`config.mk`:
```
export PLATFORM = sky130hd
export DESIGN_NAME = serial_add_ctrl
export DESIGN_NICKNAME = d
export VERILOG_FILES = /design/src/rtl/serial_add_pkg.sv /design/src/rtl/serial_add_ctrl_ha_cell.sv /design/src/rtl/serial_add_ctrl.sv
export SDC_FILE = /design/constraint.sdc
export NUM_CORES = 1
export LEC_CHECK = 0
export BUFFER_PORTS_ARGS = -buffer_cell sky130_fd_sc_hd__buf_2
export CAP_MARGIN = 40
export CORE_ASPECT_RATIO = 0.75
export CORE_MARGIN = 1
export CORE_UTILIZATION = 50
export DETAILED_ROUTE_END_ITERATION = 16
export GPL_TIMING_DRIVEN = 0
export PLACE_DENSITY_LB_ADDON = 0.3
export SYNTH_ARGS = -nofsm -noshare
export SYNTH_HDL_FRONTEND = slang
export SYNTH_SLANG_ARGS = --single-unit
```
`constraint.sdc`:
```
create_clock -name clk -period 1.65 [get_ports clk]
set_input_delay 0.0825 -clock clk [delete_from_list [all_inputs] [get_ports clk]]
set_output_delay 0.0825 -clock clk [all_outputs]
set_load 0.005 [all_outputs]
```
`src/rtl/serial_add_pkg.sv`:
```
// Shared types and constants for the bit-serial adder sequencer.
package serial_add_pkg;

  // Sequencer states: waiting, shifting bits through the adder cell, result pulse.
  typedef enum logic [1:0] {
    IDLE = 2'd0,
    RUN  = 2'd1,
    DONE = 2'd2
  } state_t;

  localparam int DEFAULT_WIDTH = 8;

endpackage : serial_add_pkg

```
`src/rtl/serial_add_ctrl_ha_cell.sv`:
```
// Half-adder cell; two of these form the 1-bit full-adder datapath.
module ha_cell (
  input  logic x,
  input  logic y,
  output logic s,
  output logic c
);

  // Sum and carry of two single bits.
  always_comb begin
    s = x ^ y;
    c = x & y;
  end

endmodule : ha_cell

```
`src/rtl/serial_add_ctrl.sv`:
```
// Bit-serial adder sequencer: latches operands on start, feeds one bit per
// cycle (LSB first) through a shared full-adder cell and publishes the
// registered sum/carry-out when the last bit has been processed.
module serial_add_ctrl
  import serial_add_pkg::*;
#(
  parameter int WIDTH = DEFAULT_WIDTH
) (
  input  logic             clk,
  input  logic             rst,
  input  logic             start,
  input  logic [WIDTH-1:0] a,
  input  logic [WIDTH-1:0] b,
  output logic             busy,
  output logic             done,
  output logic [WIDTH-1:0] sum,
  output logic             cout
);

  localparam int CNT_W = (WIDTH > 1) ? $clog2(WIDTH) : 1;
  localparam logic [CNT_W-1:0] LAST_CNT = CNT_W'(WIDTH - 1);

  state_t           state_r;
  logic [WIDTH-1:0] a_sr_r;
  logic [WIDTH-1:0] b_sr_r;
  logic [WIDTH-1:0] res_sr_r;
  logic             carry_r;
  logic [CNT_W-1:0] cnt_r;
  logic             busy_r;
  logic             done_r;
  logic [WIDTH-1:0] sum_r;
  logic             cout_r;

  logic             s1_s;
  logic             c1_s;
  logic             bit_s;
  logic             c2_s;
  logic             carry_next_s;
  logic [WIDTH-1:0] res_next_s;

  // Full adder built from two half-adder cells on the current LSBs and carry.
  ha_cell u_ha_ab (
    .x (a_sr_r[0]),
    .y (b_sr_r[0]),
    .s (s1_s),
    .c (c1_s)
  );

  ha_cell u_ha_carry (
    .x (s1_s),
    .y (carry_r),
    .s (bit_s),
    .c (c2_s)
  );

  // Next carry and the result register with this cycle's bit entering at the MSB.
  always_comb begin
    carry_next_s = c1_s | c2_s;
    res_next_s   = {bit_s, res_sr_r[WIDTH-1:1]};
  end

  // Sequencer FSM with operand/result shift registers and registered outputs.
  always_ff @(posedge clk) begin
    if (rst) begin
      state_r  <= IDLE;
      a_sr_r   <= '0;
      b_sr_r   <= '0;
      res_sr_r <= '0;
      carry_r  <= 1'b0;
      cnt_r    <= '0;
      busy_r   <= 1'b0;
      done_r   <= 1'b0;
      sum_r    <= '0;
      cout_r   <= 1'b0;
    end else begin
      case (state_r)
        IDLE, DONE: begin
          done_r <= 1'b0;
          if (start) begin
            a_sr_r   <= a;
            b_sr_r   <= b;
            res_sr_r <= '0;
            carry_r  <= 1'b0;
            cnt_r    <= '0;
            busy_r   <= 1'b1;
            state_r  <= RUN;
          end else begin
            busy_r  <= 1'b0;
            state_r <= IDLE;
          end
        end
        RUN: begin
          res_sr_r <= res_next_s;
          a_sr_r   <= {1'b0, a_sr_r[WIDTH-1:1]};
          b_sr_r   <= {1'b0, b_sr_r[WIDTH-1:1]};
          carry_r  <= carry_next_s;
          cnt_r    <= cnt_r + CNT_W'(1);
          if (cnt_r == LAST_CNT) begin
            sum_r   <= res_next_s;
            cout_r  <= carry_next_s;
            busy_r  <= 1'b0;
            done_r  <= 1'b1;
            state_r <= DONE;
          end else begin
            busy_r  <= 1'b1;
            done_r  <= 1'b0;
            state_r <= RUN;
          end
        end
        default: begin
          busy_r  <= 1'b0;
          done_r  <= 1'b0;
          state_r <= IDLE;
        end
      endcase
    end
  end

  // Outputs come straight from flops.
  always_comb begin
    busy = busy_r;
    done = done_r;
    sum  = sum_r;
    cout = cout_r;
  end

endmodule : serial_add_ctrl
```
==> flow_metrics.env <==
export IMPL_crit_family="adder cells"
export IMPL_ant_nets=0
export IMPL_numCtsBuffers=5
export IMPL_vias=1412
export IMPL_core_area_um2=3084
export IMPL_syn_area_um2=1688
export IMPL_crit_required_ns=1.86
export IMPL_power_density_nw_per_um2=1029
export IMPL_clkSinkCount=39
export IMPL_drtPass1Iterations=4
export IMPL_ctsHoldBuffers=0
export IMPL_slew_headroom_pct=56.70
export IMPL_p_clk_share_pct=34.7
export IMPL_routedWlPerCell_um=14.63
export IMPL_initial_core_util_pct=54.73
export IMPL_critPathLaunchType="flop"
export IMPL_nets=234
export IMPL_hpwlAfterDp_mm=2.602
export IMPL_syn_to_final_growth_pct=17.05
export IMPL_path_cells="ha_1 > ha_1 > nand3b_1 > clkbuf_1 > nand2_1 > a21oi_1"
export IMPL_tightest_slew_ns=0.6495
export IMPL_critPathBufInv=1
export IMPL_clockBufferDepth=2
export IMPL_crit_fanout=10
export IMPL_gp_congestion=0.8153
export IMPL_ys_seq_area_share_pct=46.26
export IMPL_avgSynthCellArea_um2=9.536
export IMPL_cts_root_buf="clkbuf_8"
export IMPL_synth_nets=199
export IMPL_cts_tree="yes"
export IMPL_seqPwrFrac_pct=50.3
export IMPL_gr_total_overflow=0
export IMPL_hold_viol_final=0
export IMPL_grt_max_degree=12
export IMPL_cp_end_kind="flop"
export IMPL_setup_violations=0
export IMPL_synth_seq_cells=39
export IMPL_port_buffers=28
export IMPL_cts_reportedPaths_clkPinSlew_ns=0.07
export IMPL_crit_type="flop to flop"
export IMPL_vias_per_cell=5.625
export IMPL_pwr_share_comb_pct=15.1
export IMPL_power_leakage_nw=0.7728
export IMPL_period_share_pct=91.45
export IMPL_swShare_pct=25.73
export IMPL_final_setup_tns_ns=0
export IMPL_drc=0
export IMPL_grt_pass1_wl_mm=6.175
export IMPL_cpMostUsedCell="ha_1"
export IMPL_rows=17
export IMPL_antenna_found_initial=0
export IMPL_p_sw_mw=0.5231
export IMPL_drv_slew=0
export IMPL_status="completed"
export IMPL_dp_cells=243
export IMPL_antennaDiodeCount=0
export IMPL_layout_commonest_cell="dfxtp_1"
export IMPL_die_height_um=52.32
export IMPL_clock_fmax_mhz=662.7
export IMPL_max_stage_delay_ns=0.36
export IMPL_drive_gt1_share_pct=33.80
export IMPL_hold_path_class="input port to flop"
export IMPL_wirelength_mm=3.672
export IMPL_vdd_drop_max_mv=0.5875
export IMPL_fin_total_pwr_mw=2.033
export IMPL_h_tree_depth=2
export IMPL_dieArea_um2=3614
export IMPL_layout_common_cells="dfxtp_1, buf_2, nor3_2, nand3_1, a21oi_1"
export IMPL_drv_cap=0
export IMPL_ys_warnings_count=0
export IMPL_grt_pass1_vias=1353
export IMPL_rsz0062_at_grt="false"
export IMPL_synth_cells=177
export IMPL_cpMaxStageDelayCell="clkbuf_1"
export IMPL_critPathArrivalTime_ns=1.72
export IMPL_period_needed_ns=1.509
export IMPL_grtUsageTotal_pct=22.39
export IMPL_post_cts_buffers=0
export IMPL_ctsResizeCount=0
export IMPL_ys_types=22
export IMPL_boundaryPins=30
export IMPL_drt_iter0_markers=39
export IMPL_stdcell_count=251
export IMPL_internal_power_mw=1.510
export IMPL_clock_latency_ns=0.29
export IMPL_fin_skew_ns=0.003110
export IMPL_die_width_um=69.09
==> cells in the mapped netlist <==
library cell,number,share of area [%]
a21oi_1,22,6.5
and2b_1,1,0.44
buf_12,1,1.2
buf_2,3,0.89
buf_4,3,1.3
buf_6,5,3.3
buf_8,2,1.8
clkbuf_1,4,0.89
dfxtp_1,39,46
fa_1,1,1.2
ha_1,2,1.5
nand2_1,21,4.7
nand2b_1,2,0.74
nand2b_4,1,0.82
nand3_1,22,6.5
nand3b_1,1,0.44
nor2_1,3,0.67
nor2b_1,1,0.37
nor3_1,6,1.8
nor3_2,22,13
o21a_1,1,0.44
o22ai_1,14,5.2
==> registers in the layout, summed over array words and instances, names as in the netlist <==
| register | count |
|---|---|
| b_sr_r | 8 |
| done | 1 |
| cout | 1 |
| res_sr_r | 7 |
| a_sr_r | 8 |
| cnt_r | 3 |
| carry_r | 1 |
| state_r | 2 |
| sum | 8 |
==> kinds of logic after synthesis <==
group	count (synthesis)	share of synthesized area, %
compound gates	37	12.16
fa+ha+maj	3	2.668
buf+inv	18	9.414
flops	39	46.26
simple gates	80	29.50
==> cell type report <==
type,instances,area (um^2)
plain buffers,18,158.9
clock buffers,8,100.1
fillers,246,1109
multi-input cells,120,748.2
flip-flops and latches,39,780.7
well taps,38,47.55
repair buffers,28,140.1
==> through the flow <==
stage | worst slack (ns) | area (um^2) | hold WS [ns] | util (%)
floorplan | 0.3584 | 1688 | 0.2185 | -
global placement | 0.2009 | 1876 | 0.3280 | 60.81
detailed placement | 0.1569 | 1876 | 0.3308 | 60.81
CTS | 0.1387 | 1976 | 0.02264 | 64.06
global route | 0.02487 | 1976 | 0.05370 | 64.06
finish | 0.1410 | 1976 | 0.02526 | 64.06
==> power by group through the flow <==
| stage | clock, mW | combinational, mW | sequential, mW |
|---|---|---|---|
| 6_report | 0.705 | 0.306 | 1.02 |
| 4_1_cts | 0.713 | 0.306 | 1.02 |
| 2_1_floorplan | 0 | 0.233 | 1.03 |
| 3_3_place_gp | 0 | 0.292 | 1.04 |
| 3_5_place_dp | 0 | 0.306 | 1.04 |
| 5_1_grt | 0.760 | 0.331 | 1.03 |
==> final timing paths <==
check        cells after the start                   from  slack [ns]                     end
min reg2reg                      2    sum[2]$_SDFFE_PP0P_        0.45     sum[2]$_SDFFE_PP0P_
min                              3                   b[7]        0.03  b_sr_r[7]$_SDFFE_PP0P_
max                              6  cnt_r[0]$_SDFFE_PP0P_        0.14     sum[3]$_SDFFE_PP0P_
max reg2reg                      6  cnt_r[0]$_SDFFE_PP0P_        0.14     sum[3]$_SDFFE_PP0P_
==> worst min-delay path: stages <==
cell and delay, ns:
buf_2 0.10, nand2_1 0.04, a21oi_1 0.05
==> metal layers <==
metal | GRT usage, % | routed length (um) | vias to the layer above
met3 | 5.192 | 180 | 10
met2 | 38.19 | 1736 | 41
li1 | - | - | 697
met4 | 10.54 | 76 | 0
met1 | 27.28 | 1678 | 664
met5 | 0 | 0 | -
Note: power is estimated with default switching activity, not from simulation.
